[config.mk]
export PLATFORM = sky130hd
export DESIGN_NAME = target_lock_ctrl
export DESIGN_NICKNAME = d
export VERILOG_FILES = /design/src/rtl/target_lock_ctrl.sv
export SDC_FILE = /design/constraint.sdc
export NUM_CORES = 1
export LEC_CHECK = 0
export CORE_AREA = 2 2 443 445
export CTS_CLUSTER_SIZE = 25
export DETAILED_ROUTE_END_ITERATION = 8
export DIE_AREA = 0 0 445 447
export SYNTH_ARGS = -nofsm -noshare
export SYNTH_HDL_FRONTEND = slang
export SYNTH_SLANG_ARGS = --single-unit
[constraint.sdc]
create_clock -name clk -period 4.9 [get_ports clk]
set_input_delay 0.49 -clock clk [delete_from_list [all_inputs] [get_ports clk]]
set_output_delay 0.49 -clock clk [all_outputs]
set_load 0.01 [all_outputs]
[src/rtl/target_lock_ctrl.sv]
// Lock-on controller feeding the overlay pixel mixer.
// A left click starts a one-slot-per-cycle hit test of the cursor against the
// per-target bounding boxes. The lowest-index hit becomes the locked target.
// That target is then tracked across frames, and short detection dropouts are
// tolerated. A right click always releases the lock.
module target_lock_ctrl #(
    parameter int N_TARGETS   = 16,
    parameter int LOST_FRAMES = 30,
    parameter int CX_MIN      = 288,
    parameter int CX_MAX      = 351,
    parameter int CY_MIN      = 208,
    parameter int CY_MAX      = 271,
    localparam int IDX_W      = $clog2(N_TARGETS)
) (
    input  logic                         clk,
    input  logic                         reset,
    input  logic                         frame_tick,
    input  logic                         click_l,
    input  logic                         click_r,
    input  logic [9:0]                   mouse_x_pixel,
    input  logic [9:0]                   mouse_y_pixel,
    input  logic [N_TARGETS-1:0][9:0]    aim_x_all,
    input  logic [N_TARGETS-1:0][9:0]    aim_y_all,
    input  logic [N_TARGETS-1:0]         aim_detected_all,
    input  logic [N_TARGETS-1:0][11:0]   box_x_min_all,
    input  logic [N_TARGETS-1:0][11:0]   box_x_max_all,
    input  logic [N_TARGETS-1:0][11:0]   box_y_min_all,
    input  logic [N_TARGETS-1:0][11:0]   box_y_max_all,
    output logic                         is_locked,
    output logic [IDX_W-1:0]             locked_idx,
    output logic                         center_hit,
    output logic [1:0]                   lock_state
);

    typedef enum logic [1:0] {
        ST_IDLE   = 2'd0,
        ST_SEARCH = 2'd1,
        ST_LOCKED = 2'd2,
        ST_LOST   = 2'd3
    } state_t;

    localparam logic [9:0]       CX_MIN_V  = 10'(CX_MIN);
    localparam logic [9:0]       CX_MAX_V  = 10'(CX_MAX);
    localparam logic [9:0]       CY_MIN_V  = 10'(CY_MIN);
    localparam logic [9:0]       CY_MAX_V  = 10'(CY_MAX);
    localparam logic [7:0]       LOST_LIM  = 8'(LOST_FRAMES);
    localparam logic [IDX_W-1:0] LAST_SLOT = IDX_W'(N_TARGETS - 1);

    // Inclusive unsigned range test on 12-bit box coordinates.
    function automatic logic in_range12(input logic [11:0] v,
                                        input logic [11:0] lo,
                                        input logic [11:0] hi);
        return (v >= lo) && (v <= hi);
    endfunction

    // Inclusive unsigned range test on 10-bit pixel coordinates.
    function automatic logic in_range10(input logic [9:0] v,
                                        input logic [9:0] lo,
                                        input logic [9:0] hi);
        return (v >= lo) && (v <= hi);
    endfunction

    state_t             state_r, state_s;
    state_t             ret_r, ret_s;
    logic               prev_l_r, prev_r_r;
    logic [9:0]         mx_r, mx_s, my_r, my_s;
    logic [IDX_W-1:0]   scan_r, scan_s;
    logic [IDX_W-1:0]   cand_r, cand_s;
    logic               found_r, found_s;
    logic [7:0]         lost_cnt_r, lost_cnt_s;
    logic [IDX_W-1:0]   locked_idx_r, locked_idx_s;
    logic               is_locked_r, is_locked_s;
    logic               center_hit_r, center_hit_s;

    logic               rise_r_s, rise_l_s;
    logic               hit_s, lock_det_s, win_s;
    logic [7:0]         lost_inc_s, lost_sat_s, cnt_tick_s;

    // Right wins over a simultaneous left rise, so left is masked by it.
    assign rise_r_s   = click_r & ~prev_r_r;
    assign rise_l_s   = click_l & ~prev_l_r & ~rise_r_s;

    // Hit test of the latched cursor against the slot under scan.
    assign hit_s = aim_detected_all[scan_r]
                 & in_range12({2'b00, mx_r}, box_x_min_all[scan_r], box_x_max_all[scan_r])
                 & in_range12({2'b00, my_r}, box_y_min_all[scan_r], box_y_max_all[scan_r]);

    assign lock_det_s = aim_detected_all[locked_idx_r];
    assign win_s      = lock_det_s
                      & in_range10(aim_x_all[locked_idx_r], CX_MIN_V, CX_MAX_V)
                      & in_range10(aim_y_all[locked_idx_r], CY_MIN_V, CY_MAX_V);

    assign lost_inc_s = lost_cnt_r + 8'd1;
    assign lost_sat_s = (lost_cnt_r >= LOST_LIM) ? lost_cnt_r : lost_inc_s;

    // Dropout count seen by a search launched from LOST: missed ticks keep counting.
    always_comb begin
        cnt_tick_s = lost_cnt_r;
        if ((ret_r == ST_LOST) && frame_tick && !lock_det_s) begin
            cnt_tick_s = lost_sat_s;
        end else begin
            cnt_tick_s = lost_cnt_r;
        end
    end

    // Next-state and next-output logic; priority is right > completion > tick > left.
    always_comb begin
        state_s      = state_r;
        ret_s        = ret_r;
        mx_s         = mx_r;
        my_s         = my_r;
        scan_s       = scan_r;
        cand_s       = cand_r;
        found_s      = found_r;
        lost_cnt_s   = lost_cnt_r;
        locked_idx_s = locked_idx_r;
        is_locked_s  = is_locked_r;
        center_hit_s = 1'b0;

        case (state_r)
            ST_IDLE: begin
                if (rise_l_s) begin
                    state_s = ST_SEARCH;
                    ret_s   = ST_IDLE;
                    mx_s    = mouse_x_pixel;
                    my_s    = mouse_y_pixel;
                    scan_s  = '0;
                    cand_s  = '0;
                    found_s = 1'b0;
                end else begin
                    state_s = ST_IDLE;
                end
            end

            ST_SEARCH: begin
                if (rise_r_s) begin
                    state_s      = ST_IDLE;
                    locked_idx_s = '0;
                    lost_cnt_s   = 8'd0;
                end else if (scan_r == LAST_SLOT) begin
                    if (found_r || hit_s) begin
                        state_s      = ST_LOCKED;
                        locked_idx_s = found_r ? cand_r : scan_r;
                        lost_cnt_s   = 8'd0;
                    end else if ((ret_r == ST_LOST) && (cnt_tick_s >= LOST_LIM)) begin
                        state_s      = ST_IDLE;
                        locked_idx_s = '0;
                        lost_cnt_s   = 8'd0;
                    end else begin
                        state_s    = ret_r;
                        lost_cnt_s = cnt_tick_s;
                    end
                end else begin
                    scan_s     = scan_r + IDX_W'(1);
                    lost_cnt_s = cnt_tick_s;
                    if (hit_s && !found_r) begin
                        found_s = 1'b1;
                        cand_s  = scan_r;
                    end else begin
                        found_s = found_r;
                    end
                end
            end

            ST_LOCKED: begin
                if (rise_r_s) begin
                    state_s      = ST_IDLE;
                    locked_idx_s = '0;
                end else if (frame_tick && !lock_det_s) begin
                    if (LOST_LIM == 8'd1) begin
                        state_s      = ST_IDLE;
                        locked_idx_s = '0;
                        lost_cnt_s   = 8'd0;
                    end else begin
                        state_s    = ST_LOST;
                        lost_cnt_s = 8'd1;
                    end
                end else if (rise_l_s) begin
                    state_s = ST_SEARCH;
                    ret_s   = ST_LOCKED;
                    mx_s    = mouse_x_pixel;
                    my_s    = mouse_y_pixel;
                    scan_s  = '0;
                    cand_s  = '0;
                    found_s = 1'b0;
                end else begin
                    state_s = ST_LOCKED;
                end
            end

            ST_LOST: begin
                if (rise_r_s) begin
                    state_s      = ST_IDLE;
                    locked_idx_s = '0;
                    lost_cnt_s   = 8'd0;
                end else if (frame_tick) begin
                    if (lock_det_s) begin
                        state_s    = ST_LOCKED;
                        lost_cnt_s = 8'd0;
                    end else if (lost_inc_s == LOST_LIM) begin
                        state_s      = ST_IDLE;
                        locked_idx_s = '0;
                        lost_cnt_s   = 8'd0;
                    end else begin
                        lost_cnt_s = lost_inc_s;
                    end
                end else if (rise_l_s) begin
                    state_s = ST_SEARCH;
                    ret_s   = ST_LOST;
                    mx_s    = mouse_x_pixel;
                    my_s    = mouse_y_pixel;
                    scan_s  = '0;
                    cand_s  = '0;
                    found_s = 1'b0;
                end else begin
                    state_s = ST_LOST;
                end
            end

            default: begin
                state_s      = ST_IDLE;
                locked_idx_s = '0;
                lost_cnt_s   = 8'd0;
            end
        endcase

        // Lock flag follows the destination state; a search keeps the old value.
        if ((state_s == ST_LOCKED) || (state_s == ST_LOST)) begin
            is_locked_s = 1'b1;
        end else if (state_s == ST_IDLE) begin
            is_locked_s = 1'b0;
        end else begin
            is_locked_s = is_locked_r;
        end

        // Center hit is only reported while the lock stays in LOCKED.
        if ((state_r == ST_LOCKED) && (state_s == ST_LOCKED)) begin
            center_hit_s = win_s;
        end else begin
            center_hit_s = 1'b0;
        end
    end

    // Click edge history registers.
    always_ff @(posedge clk or posedge reset) begin
        if (reset) begin
            prev_l_r <= 1'b0;
            prev_r_r <= 1'b0;
        end else begin
            prev_l_r <= click_l;
            prev_r_r <= click_r;
        end
    end

    // Controller state, search context and registered outputs.
    always_ff @(posedge clk or posedge reset) begin
        if (reset) begin
            state_r      <= ST_IDLE;
            ret_r        <= ST_IDLE;
            mx_r         <= 10'd0;
            my_r         <= 10'd0;
            scan_r       <= '0;
            cand_r       <= '0;
            found_r      <= 1'b0;
            lost_cnt_r   <= 8'd0;
            locked_idx_r <= '0;
            is_locked_r  <= 1'b0;
            center_hit_r <= 1'b0;
        end else begin
            state_r      <= state_s;
            ret_r        <= ret_s;
            mx_r         <= mx_s;
            my_r         <= my_s;
            scan_r       <= scan_s;
            cand_r       <= cand_s;
            found_r      <= found_s;
            lost_cnt_r   <= lost_cnt_s;
            locked_idx_r <= locked_idx_s;
            is_locked_r  <= is_locked_s;
            center_hit_r <= center_hit_s;
        end
    end

    assign is_locked  = is_locked_r;
    assign locked_idx = locked_idx_r;
    assign center_hit = center_hit_r;
    assign lock_state = state_r;

endmodule
==> impl_results.md <==
* Yosys warns at 0
* Post-route non-filler standard cell count at 4,440
* Final setup violating endpoints at 0
* Grt total ovfl at 0
* H-tree levels at 2
* Worst-margin pin slew at 0.999 ns
* Status: completed
* Syn Nets at 2,059
* Worst Path Arrival at 4.79 ns
* Clock Sinks at 49
* Post-synthesis mux area share at 54.6%
* Leading area contributor after synthesis: mux4_2
* Number of synthesized register bits at 49
* CP Max Fanout at 29
* Post-Route Skew at 0.0124 ns
* Initial DRC count at 860
* Relative slew margins at 32.6%
* Top post-synthesis cells by count: 232 x mux4_2, 62 x inv_1, 57 x nor2_1, 49 x dfrtp_1, 44 x ha_1
* Placement Cell Area at 23,700 um^2
* Period Utilization, post-route at a little over nine tenths
* Post-CTS Repair Setup Buffers at 0
* Final Hold Viols at 0
* Final Power at 8.24 mW
* Clock transition at path regs at 0.08 ns
* Vias in the first global route at 14.1k
* Main combinational cell family by area after synthesis: multiplexers
* Die height at about 450 um
* I/O Pins at 1,137
* Root buffer cell: clkbuf_16
* Inst Count DP at 4,410
* Core area at 194,000 um^2
* CP Capture Type: register
* Synth Flop Type: dfrtp_1
* Hold_buf cts at 0
* Most common cell in the netlist: mux4_2
* CP cell instances: buf_12 -> buf_12 -> mux4_2 -> mux4_2 -> inv_1 -> ha_1 -> o21ai_0 -> buf_12 -> a2111oi_0 -> nand4b_1 -> buf_4 -> o32a_1 -> buf_12 -> nand3_4 -> a311o_1 -> a221o_1
* DP HPWL at 89,100 um
* First-pass GRT wire length at about 120,000 um
* Max_cap viols at 0
* DRT Wirelength at 97,800 um
* Final ANT Viol Nets at 0
* Critical path's most frequent cell: buf_12
* Xor/xnor cell area share of the yosys netlist at 0.430%
* Top cells by area, synth: mux4_2 51%, dfrtp_1 12%, ha_1 5.4%, inv_1 2.3%, nor2_1 2.1%
* DR pass1 iterations at 5
* Static Leak at 7.67 nW
* CTS tree: done
* Layout cells sized above 1 at 17.8%
* Post-synth top area share at 51.2%
* Die width at roughly 450 um
* Number of CTS-inserted buffers at 5
* Synth Area in Adders at under 10%
* Syn-to-layout area delta at 135%
* Worst path max stage delay at 0.54 ns
* PwrDens at ~340 nW/um^2
* Layout net count at 3,048
* Setup tns final at 0 ns
* CP required at 5.09 ns
* Wirelength per Cell at 22.0 um
* Worst VDD drop at 0.189 mV
* Largest net degree at the start of global routing at 39
* GP Congestion at 0.946
* Initial Utilization at 5.25%
* Post-synthesis cell count at a little under 900
* CTS Buffer Depth at 2
* Hold/Removal Path Class: in -> async
* Clock latency on the worst-skew pair at 0.31 ns
* Ys async rst share at between 90% and 100%
* Synth Area in Compound Gates at 9.56%
* All-Layer GR Usage at ~9.2%
* Synth Area in Simple Gates at 12.7%
* Full die area at 199,000 um^2
* Crit start category: register
* Port bufs at 992
* Final max-slew violation count at 0
* Worst path slowest cell: mux4_2
* Final Critical Period at roughly 4.6 ns
* Yosys cell types at 68
* Routed via count at 13.2k
* Final Cell Area at ~24,000 um^2
* Sequential element share of the synthesized area at about an eighth
* Vias per Instance at 2.98
* Post-synthesis cell area at 10,200 um^2
* Max Fclk at 217 MHz
* Antenna violations before repair at 90
* Rows at 162
* Avg Inst Size Synth at 11.5 um^2
* Critical path class: reg -> reg
* DRC at 0
* Post-synth EDFFs at 0
==> metal layers <==
metal	vias up	global-route usage, %	routed length, um
met5	-	0	339
met4	52	2.88	3200
met3	159	2.85	8920
met2	866	16.6	49300
met1	6384	10.3	36000
li1	5760	-	-
==> kinds of logic after synthesis <==
family | count (synthesis)
DFF | 49
AOI/OAI and AO/OA | 144
adders and majority gates | 44
xor gates and xnor gates | 5
buffers and inverters | 138
and+or+nand+nor | 243
muxes | 263
==> what timing repair did <==
action,in CTS,in global routing
resized for setup,2,2
endpoints found under the hold margin,0,0
pin swaps,0,1
endpoints found under the setup margin,10,12
==> layout by cell type (no fill, tap or decap), drive strengths merged, types with 16 or more instances in the layout <==
cell,n
ha,44
diode,22
mux2,25
clkdlybuf4s50,992
o21ai,26
dfrtp,49
mux4,232
nand3,18
inv,65
nand4,16
nor4,19
nor3,36
nor2,57
nand2,39
buf,65
a21oi,36
==> where the power goes <==
part | leakage (nW) | total, mW | internal (mW) | switching (mW)
clock network | 0.0849 | 0.419 | 0.245 | 0.174
logic | 6.97 | 6.99 | 3.60 | 3.40
registers | 0.613 | 0.829 | 0.531 | 0.297
==> worst max-delay path, delay by kind of cell, from the launching register on <==
family / cells / cell delay, ns
compound gates: 5 / 1.35
simple gates: 2 / 0.25
flops: 1 / 0.47
fa+ha+maj: 1 / 0.25
buf+inv: 6 / 1.04
mux: 2 / 1.03
==> path summary, 6_finish.rpt <==
| check | to | start | slack, ns | cells past startpoint |
|---|---|---|---|---|
| max reg2reg | is_locked | scan_r[0] | 0.30 | 16 |
| max in group asynchronous | locked_idx[2] | reset | 3.60 | 3 |
| min in group clk | is_locked | is_locked | 0.52 | 1 |
| min | mx_r[6] | reset | 0.47 | 2 |
| min reg2reg | is_locked | is_locked | 0.52 | 1 |
| max | is_locked | scan_r[0] | 0.30 | 16 |
==> flip-flops by register name, summed over array words and instances, names as in the netlist <==
name	cells
lost_cnt_r	8
prev_l_r	1
my_r	10
lock_state	2
prev_r_r	1
mx_r	10
center_hit	1
locked_idx	4
is_locked	1
ret_r	2
found_r	1
scan_r	4
cand_r	4
==> cell type report <==
type / count / area [um^2]
diodes: 22 / 55.1
well taps: 2542 / 3180
multi-input cells: 699 / 8450
clock inverters: 3 / 47.5
flip-flops and latches: 49 / 1240
repair buffers: 1057 / 10600
inverters: 63 / 239
clock buffers: 5 / 125
fillers: 22100 / 170000
==> through the flow <==
step	hold slack, ns	utilization, %	setup slack, ns
floorplan	0.494	-	0.000592
global placement	0.518	12.2	-0.182
detailed placement	0.514	12.2	-0.159
CTS	0.472	12.3	0.0104
global route	0.473	12.3	-0.0196
finish	0.467	12.4	0.301
Power figures use the tool's default switching activity.
